## config.mk

```make
export PLATFORM = sky130hd
export DESIGN_NAME = mc_ctrl
export DESIGN_NICKNAME = d
export VERILOG_FILES = /design/src/rtl/mc_ctrl.sv
export SDC_FILE = /design/constraint.sdc
export NUM_CORES = 1
export LEC_CHECK = 0
export CORE_MARGIN = 3
export CORE_UTILIZATION = 50
export DETAILED_ROUTE_END_ITERATION = 8
export GPL_TIMING_DRIVEN = 0
export PLACE_DENSITY = 0.95
export SLEW_MARGIN = 0
export SYNTH_ARGS = -nofsm -noshare
export SYNTH_HDL_FRONTEND = slang
export SYNTH_SLANG_ARGS = --single-unit
```

## constraint.sdc

```tcl
create_clock -name clk -period 3.3 [get_ports clk]
set_clock_uncertainty 0.15 [all_clocks]
set_input_delay 0.825 -clock clk [delete_from_list [all_inputs] [get_ports clk]]
set_output_delay 0.825 -clock clk [all_outputs]
set_load 0.05 [all_outputs]
```

## src/rtl/mc_ctrl.sv

```systemverilog
// -----------------------------------------------------------------------------
// mc_ctrl -- multi-cycle control unit for the MIPS datapath.
//
// Walks each instruction through FETCH / DECODE / execute / memory / writeback
// states, talking to a variable-latency unified memory over a req/ack
// handshake. Counts retired instructions and pulses `illegal` on opcodes it
// does not implement.
//
// Optional feature: define MC_CTRL_MDU_EN to add mult/multu/div/divu and
// mfhi/mflo, together with the mdu_start / mdu_op ports.
//
// Ports:
//   clk, reset_n        clock (rising edge), asynchronous active-low reset
//   opcode, funct       instruction fields from the IR
//   alu_zero            ALU result is zero (beq decision)
//   mem_ack             memory finishes the current request this cycle
//   mem_req, mem_we     memory request (held until ack) and write qualifier
//   iord                memory address select: 0=PC, 1=ALUOut
//   ir_write, pc_write  IR load / PC update enables
//   pc_src              00=PC+4, 01=branch target, 10=jump target, 11=rs
//   alu_src_a/b, ext_op ALU operand selects and immediate extension mode
//   alu_op              ALU function
//   reg_write, reg_dst  register-file write enable and destination select
//   wb_src              writeback source: 00=ALUOut, 01=MDR, 10=PC, 11=HI/LO
//   illegal             one-cycle pulse on an unsupported instruction
//   retired_cnt         retired-instruction counter (wraps)
//   state_dbg           current state encoding
//   mdu_start, mdu_op   (MC_CTRL_MDU_EN only) multiply/divide unit control
// -----------------------------------------------------------------------------
module mc_ctrl #(
    parameter int CNT_W   = 32,
    parameter int MDU_LAT = 8
) (
    input  logic             clk,
    input  logic             reset_n,
    input  logic [5:0]       opcode,
    input  logic [5:0]       funct,
    input  logic             alu_zero,
    input  logic             mem_ack,
    output logic             mem_req,
    output logic             mem_we,
    output logic             iord,
    output logic             ir_write,
    output logic             pc_write,
    output logic [1:0]       pc_src,
    output logic             alu_src_a,
    output logic [1:0]       alu_src_b,
    output logic             ext_op,
    output logic [2:0]       alu_op,
    output logic             reg_write,
    output logic [1:0]       reg_dst,
    output logic [1:0]       wb_src,
    output logic             illegal,
    output logic [CNT_W-1:0] retired_cnt,
`ifdef MC_CTRL_MDU_EN
    output logic             mdu_start,
    output logic [1:0]       mdu_op,
`endif
    output logic [3:0]       state_dbg
);

    typedef enum logic [3:0] {
        FETCH    = 4'd0,
        DECODE   = 4'd1,
        EXEC     = 4'd2,
        ALUWB    = 4'd3,
        ADDR     = 4'd4,
        MEMRD    = 4'd5,
        MEMWB    = 4'd6,
        MEMWR    = 4'd7,
        BRANCH   = 4'd8,
        JUMP     = 4'd9,
        JR       = 4'd10,
        MDUSTART = 4'd11,
        MDUBUSY  = 4'd12
    } state_t;

    localparam logic [2:0] ALU_NONE = 3'b000;
    localparam logic [2:0] ALU_ADD  = 3'b010;
    localparam logic [2:0] ALU_SUB  = 3'b110;
    localparam logic [2:0] ALU_OR   = 3'b001;
    localparam logic [2:0] ALU_LUI  = 3'b111;
    localparam logic [2:0] ALU_SLL  = 3'b011;

    state_t state, state_nxt;
    logic   retire;

    // Instruction decode. The IR is stable from DECODE until the next FETCH
    // completes, so these terms are safe to use in every post-fetch state.
    logic is_rtype, is_addu, is_subu, is_sll, is_jr;
    logic is_ori, is_lui, is_lw, is_sw, is_beq, is_j, is_jal;
    logic is_mf, is_mdu, is_alu;

    assign is_rtype = (opcode == 6'b000000);
    assign is_addu  = is_rtype && (funct == 6'b100001);
    assign is_subu  = is_rtype && (funct == 6'b100011);
    assign is_sll   = is_rtype && (funct == 6'b000000);
    assign is_jr    = is_rtype && (funct == 6'b001000);
    assign is_ori   = (opcode == 6'b001101);
    assign is_lui   = (opcode == 6'b001111);
    assign is_lw    = (opcode == 6'b100011);
    assign is_sw    = (opcode == 6'b101011);
    assign is_beq   = (opcode == 6'b000100);
    assign is_j     = (opcode == 6'b000010);
    assign is_jal   = (opcode == 6'b000011);

`ifdef MC_CTRL_MDU_EN
    assign is_mf  = is_rtype && ((funct == 6'b010000) || (funct == 6'b010010));
    assign is_mdu = is_rtype && (funct[5:2] == 4'b0110);
`else
    assign is_mf  = 1'b0;
    assign is_mdu = 1'b0;
`endif

    assign is_alu = is_addu | is_subu | is_sll | is_ori | is_lui | is_mf;

`ifdef MC_CTRL_MDU_EN
    localparam int BW = $clog2(MDU_LAT + 1);
    logic [BW-1:0] busy_cnt;
    logic          busy_done;

    assign busy_done = (busy_cnt == BW'(MDU_LAT - 1));

    always_ff @(posedge clk or negedge reset_n) begin
        if (!reset_n)
            busy_cnt <= '0;
        else if (state == MDUSTART)
            busy_cnt <= '0;
        else if (state == MDUBUSY)
            busy_cnt <= busy_cnt + 1'b1;
    end
`else
    logic unused_mdu_lat;
    assign unused_mdu_lat = (MDU_LAT > 0);
`endif

    always_ff @(posedge clk or negedge reset_n) begin
        if (!reset_n) begin
            state       <= FETCH;
            retired_cnt <= '0;
        end else begin
            state <= state_nxt;
            if (retire)
                retired_cnt <= retired_cnt + CNT_W'(1);
        end
    end

    assign state_dbg = state;

    // Outputs are forced low while reset_n is asserted so that a request in
    // flight is withdrawn immediately rather than at the next clock.
    always_comb begin
        state_nxt = state;
        retire    = 1'b0;
        mem_req   = 1'b0;
        mem_we    = 1'b0;
        iord      = 1'b0;
        ir_write  = 1'b0;
        pc_write  = 1'b0;
        pc_src    = 2'b00;
        alu_src_a = 1'b0;
        alu_src_b = 2'b00;
        ext_op    = 1'b0;
        alu_op    = ALU_NONE;
        reg_write = 1'b0;
        reg_dst   = 2'b00;
        wb_src    = 2'b00;
        illegal   = 1'b0;
`ifdef MC_CTRL_MDU_EN
        mdu_start = 1'b0;
        mdu_op    = 2'b00;
`endif
        if (reset_n) begin
            case (state)
                FETCH: begin
                    mem_req   = 1'b1;
                    alu_src_b = 2'b01;
                    alu_op    = ALU_ADD;
                    if (mem_ack) begin
                        ir_write  = 1'b1;
                        pc_write  = 1'b1;
                        state_nxt = DECODE;
                    end
                end
                DECODE: begin
                    // Precompute the branch target into ALUOut.
                    alu_src_b = 2'b11;
                    alu_op    = ALU_ADD;
                    if (is_alu)                state_nxt = EXEC;
                    else if (is_lw || is_sw)   state_nxt = ADDR;
                    else if (is_beq)           state_nxt = BRANCH;
                    else if (is_j || is_jal)   state_nxt = JUMP;
                    else if (is_jr)            state_nxt = JR;
                    else if (is_mdu)           state_nxt = MDUSTART;
                    else begin
                        illegal   = 1'b1;
                        retire    = 1'b1;
                        state_nxt = FETCH;
                    end
                end
                EXEC: begin
                    alu_src_a = 1'b1;
                    alu_src_b = is_rtype ? 2'b00 : 2'b10;
                    ext_op    = is_ori;
                    if (is_addu)      alu_op = ALU_ADD;
                    else if (is_subu) alu_op = ALU_SUB;
                    else if (is_sll)  alu_op = ALU_SLL;
                    else if (is_ori)  alu_op = ALU_OR;
                    else if (is_lui)  alu_op = ALU_LUI;
                    state_nxt = ALUWB;
                end
                ALUWB: begin
                    reg_write = 1'b1;
                    wb_src    = is_mf ? 2'b11 : 2'b00;
                    reg_dst   = is_rtype ? 2'b01 : 2'b00;
                    retire    = 1'b1;
                    state_nxt = FETCH;
                end
                ADDR: begin
                    alu_src_a = 1'b1;
                    alu_src_b = 2'b10;
                    alu_op    = ALU_ADD;
                    state_nxt = is_lw ? MEMRD : MEMWR;
                end
                MEMRD: begin
                    mem_req = 1'b1;
                    iord    = 1'b1;
                    if (mem_ack) state_nxt = MEMWB;
                end
                MEMWB: begin
                    reg_write = 1'b1;
                    wb_src    = 2'b01;
                    retire    = 1'b1;
                    state_nxt = FETCH;
                end
                MEMWR: begin
                    mem_req = 1'b1;
                    mem_we  = 1'b1;
                    iord    = 1'b1;
                    if (mem_ack) begin
                        retire    = 1'b1;
                        state_nxt = FETCH;
                    end
                end
                BRANCH: begin
                    alu_src_a = 1'b1;
                    alu_op    = ALU_SUB;
                    pc_write  = alu_zero;
                    pc_src    = 2'b01;
                    retire    = 1'b1;
                    state_nxt = FETCH;
                end
                JUMP: begin
                    pc_write = 1'b1;
                    pc_src   = 2'b10;
                    // PC already holds PC+4 here, which is the link value.
                    if (is_jal) begin
                        reg_write = 1'b1;
                        reg_dst   = 2'b10;
                        wb_src    = 2'b10;
                    end
                    retire    = 1'b1;
                    state_nxt = FETCH;
                end
                JR: begin
                    pc_write  = 1'b1;
                    pc_src    = 2'b11;
                    retire    = 1'b1;
                    state_nxt = FETCH;
                end
`ifdef MC_CTRL_MDU_EN
                MDUSTART: begin
                    mdu_start = 1'b1;
                    mdu_op    = funct[1:0];
                    state_nxt = MDUBUSY;
                end
                MDUBUSY: begin
                    if (busy_done) begin
                        retire    = 1'b1;
                        state_nxt = FETCH;
                    end
                end
`endif
                default: state_nxt = FETCH;
            endcase
        end
    end

endmodule

```

==> impl_metrics.csv <==
group,metric,value,unit
run_status,outcome,"completed",
run,drv_cap,0,
cts,ctsHtreeMaxLevel,2,
cts,cts.clk_slew.worst_paths,0.07,ns
setup_path,critPathCaptureType,"primary output",
floorplanning,die_h,73.1,um
sta,slew_headroom,56.8,%
setup_path,critPathLaunchType,"primary input",
setup_path,reg2reg_from,"state_dbg[3]",
logic_synthesis,avgSynthCellArea,9.08,um^2
power,p_clk_share,20.5,%
cts,cts_sinks,36,
route,vias_per_cell,6.52,
layout,fill_cells,238,
logic_synthesis,synth.area.top_cells,"dfrtp_1 (40%), xor2_1 (7.4%), xnor2_1 (5.4%)",
floorplanning,start_util,54.0,%
sta,fin_setup_tns,0,ns
sta,holdWs,0.210,ns
logic_synthesis,synth-edff-count,0,
global_routing,grt_pass1_vias,2296,
power,switching_share,47.5,%
placement,io_buffer_count,71,
route,drc,0,
route,wl,7.71,mm
sta,final_max_slew_viol_count,0,
cts,clk_latency,0.29,ns
power,comb_power_share,51.0,%
layout,nets,354,
power,seqPwrFrac,28.5,%
logic_synthesis,netlist.area_leader.share,40.0,%
sta,period_needed,3.29,ns
sta,worst_pin_slew,0.648,ns
setup_path,worstPathArrival,2.31,ns
logic_synthesis,syn_area,0.00225,mm^2
layout,syn_to_final_growth,46.8,%
logic_synthesis,syn_nets,265,
sta,hold_violations,0,
global_routing,grt_pass1_wl,11.7,mm
floorplanning,die_x,73.1,um
setup_path,r2r_end,"retired_cnt[25]",
logic_synthesis,synth_cell_types,45,
route,drtPass1Iterations,6,
layout,drive_above_1_share,24.9,%
route,dr_total_vias,2531,
hold_path,hold_path_class,"in2async",
power,leakagePower,1.44,nW
logic_synthesis,synth-seq-area-share,40.0,%
setup_path,r2r.worst_path.cells,7,
floorplanning,die_area,0.00535,mm^2
route,wl_per_cell,19.9,um
logic_synthesis,synth.most_common_cell,"dfrtp_1",
placement,place_congestion,0.948,
route,drt_iter0_markers,429,
route,drtAntennaViolNets,0,
logic_synthesis,synth_commonest_cells,"dfrtp_1 (36), nand2_1 (29), nor2_1 (23), xor2_1 (19), xnor2_1 (14)",
logic_synthesis,synth_area_leader_cell,"dfrtp_1",
layout,antenna_cells,0,
global_routing,grt.total_usage,28.1,%
logic_synthesis,yosysWarnings,0,
sta,fmax,304,MHz
layout,seq_area,901,um^2
cts,cts_buffers,5,
power,power_switching,0.897,mW
power,peakVddDrop,0.000394,V
power,p_int,0.991,mW
global_routing,grt.overflow.total,0,
cts,cts_tree,"done",
setup_path,worst_ep_required_time,2.32,ns
floorplanning,core,0.00417,mm^2
setup_path,critPathKind,"in2out",
power,power.density,571,mW/mm^2
setup_path,r2r_setup_slack,0.87,ns
setup_path,cp_max_fo,3,
global_routing,grt_antenna_before_repair,0,
cts,clockBufferDepth,2,
sta,setup_viol,0,
floorplanning,rows,23,
placement,hpwl,4.66,mm
global_routing,grt_max_degree,38,
logic_synthesis,synthArstFlopShare,100,%
layout,multi_input_area,0.00141,mm^2
logic_synthesis,synthCells,248,
cts,ctsRootBufferMaster,"clkbuf_8",
sta,fin_crit_sh,99.6,%
logic_synthesis,ys_dominant_reg_cell,"dfrtp_1",
floorplanning,ioPinCount,72,
logic_synthesis,ys_ff_latch,36,
[metrics by stage]
stage	cells	instance area (um^2)	setup slack [ns]	power (mW)	util, %
final	388	3310	0.0136	1.89	79.2
after global placement	369	3080	-2.17	1.43	73.8
after global routing	388	3310	-0.0106	1.96	79.2
after floorplan	248	2310	-0.171	1.17	-
after CTS	381	3230	-0.0132	1.83	77.5
after detailed placement	369	3070	-1.23	1.45	73.7
[timing repair]
item / in CTS / in global routing
buffers inserted: 4 / 7
hold buffers: 0 / 0
gates resized for setup: 110 / 32
pin swaps: 7 / 11
setup endpoints to repair: 20 / 15
[power by group through the flow]
stage | logic (mW) | clock network, mW | registers, mW
finish | 0.963 | 0.388 | 0.537
global route | 1.01 | 0.411 | 0.543
CTS | 0.902 | 0.392 | 0.534
detailed placement | 0.907 | 0 | 0.542
global placement | 0.892 | 0 | 0.540
floorplan | 0.497 | 0 | 0.670
[routing by layer]
| layer | vias to the layer above | global-route usage (%) | wire, um |
|---|---|---|---|
| met5 | - | 0 | 0 |
| met3 | 42 | 6.20 | 741 |
| li1 | 1069 | - | - |
| met2 | 221 | 46.1 | 3820 |
| met1 | 1199 | 37.5 | 2900 |
| met4 | 0 | 7.17 | 248 |
[worst max-delay path, stage by stage]
cell,delay [ns]
clkdlybuf4s15_1,0.26
nor3_4,0.29
o2111ai_2,0.18
o21a_1,0.17
o21ai_2,0.18
a21oi_2,0.08
nor2_2,0.15
buf_6,0.17
[cell usage in the layout, fill, tap and decap left out, types with 3 or more instances in the layout]
cell type,Yosys,final
nor2_1,23,22
xnor2_1,14,14
buf_4,0,13
nand3_1,11,9
o21ai_0,9,7
clkdlybuf4s15_1,0,4
nor4_2,5,6
clkdlybuf4s50_1,0,38
a21oi_1,5,4
o22ai_1,4,3
nor4b_2,5,5
dlygate4sd2_1,0,4
clkbuf_1,7,5
nand2_1,29,27
clkbuf_8,0,5
xor2_1,19,19
o41ai_1,3,3
nand2b_1,4,4
dfrtp_1,36,36
nor3_1,13,8
buf_6,2,4
clkbuf_2,0,9
and3_1,4,4
inv_1,8,8
buf_2,2,8
clkdlybuf4s15_2,0,4
nand4_1,10,10
nor3_4,0,4
[worst max path at each step]
stage | startpoint | endpoint | slack, ns | cells past startpoint
4_1_cts | reset_n | mem_we | -0.01 | 6
3_3_place_gp | reset_n | ext_op | -2.17 | 6
2_1_floorplan | opcode[3] | reg_write | -0.17 | 4
5_1_grt | opcode[4] | alu_op[2] | -0.01 | 8
6_report | funct[3] | alu_op[1] | 0.01 | 8
3_5_place_dp | reset_n | ext_op | -1.23 | 6
[final cells by class]
| cell class | count | area share, % |
|---|---|---|
| plain buffers | 11 | 1.93 |
| multi-input cells | 193 | 42.5 |
| well taps | 50 | 1.89 |
| inverters | 8 | 0.908 |
| clock inverters | 3 | 1.29 |
| flip-flops and latches | 36 | 27.3 |
| repair buffers | 82 | 22.1 |
| clock buffers | 5 | 2.08 |
[cells by family (layout without fill, tap and decap cells)]
| kind of cell | Yosys count | count (layout) | share of synthesized area, % |
|---|---|---|---|
| simple gates | 121 | 121 | 31.0 |
| mux | 1 | 1 | 0.444 |
| buf+inv | 19 | 109 | 3.94 |
| xor+xnor | 33 | 33 | 12.8 |
| flops | 36 | 36 | 40.0 |
| fa+ha+maj | 1 | 1 | 0.555 |
| compound gates | 37 | 37 | 11.2 |
[state kept, by name (all words and copies together) (netlist names)]
signal,count
retired_cnt,32
state_dbg,4
(Power assumes the default switching activity.)
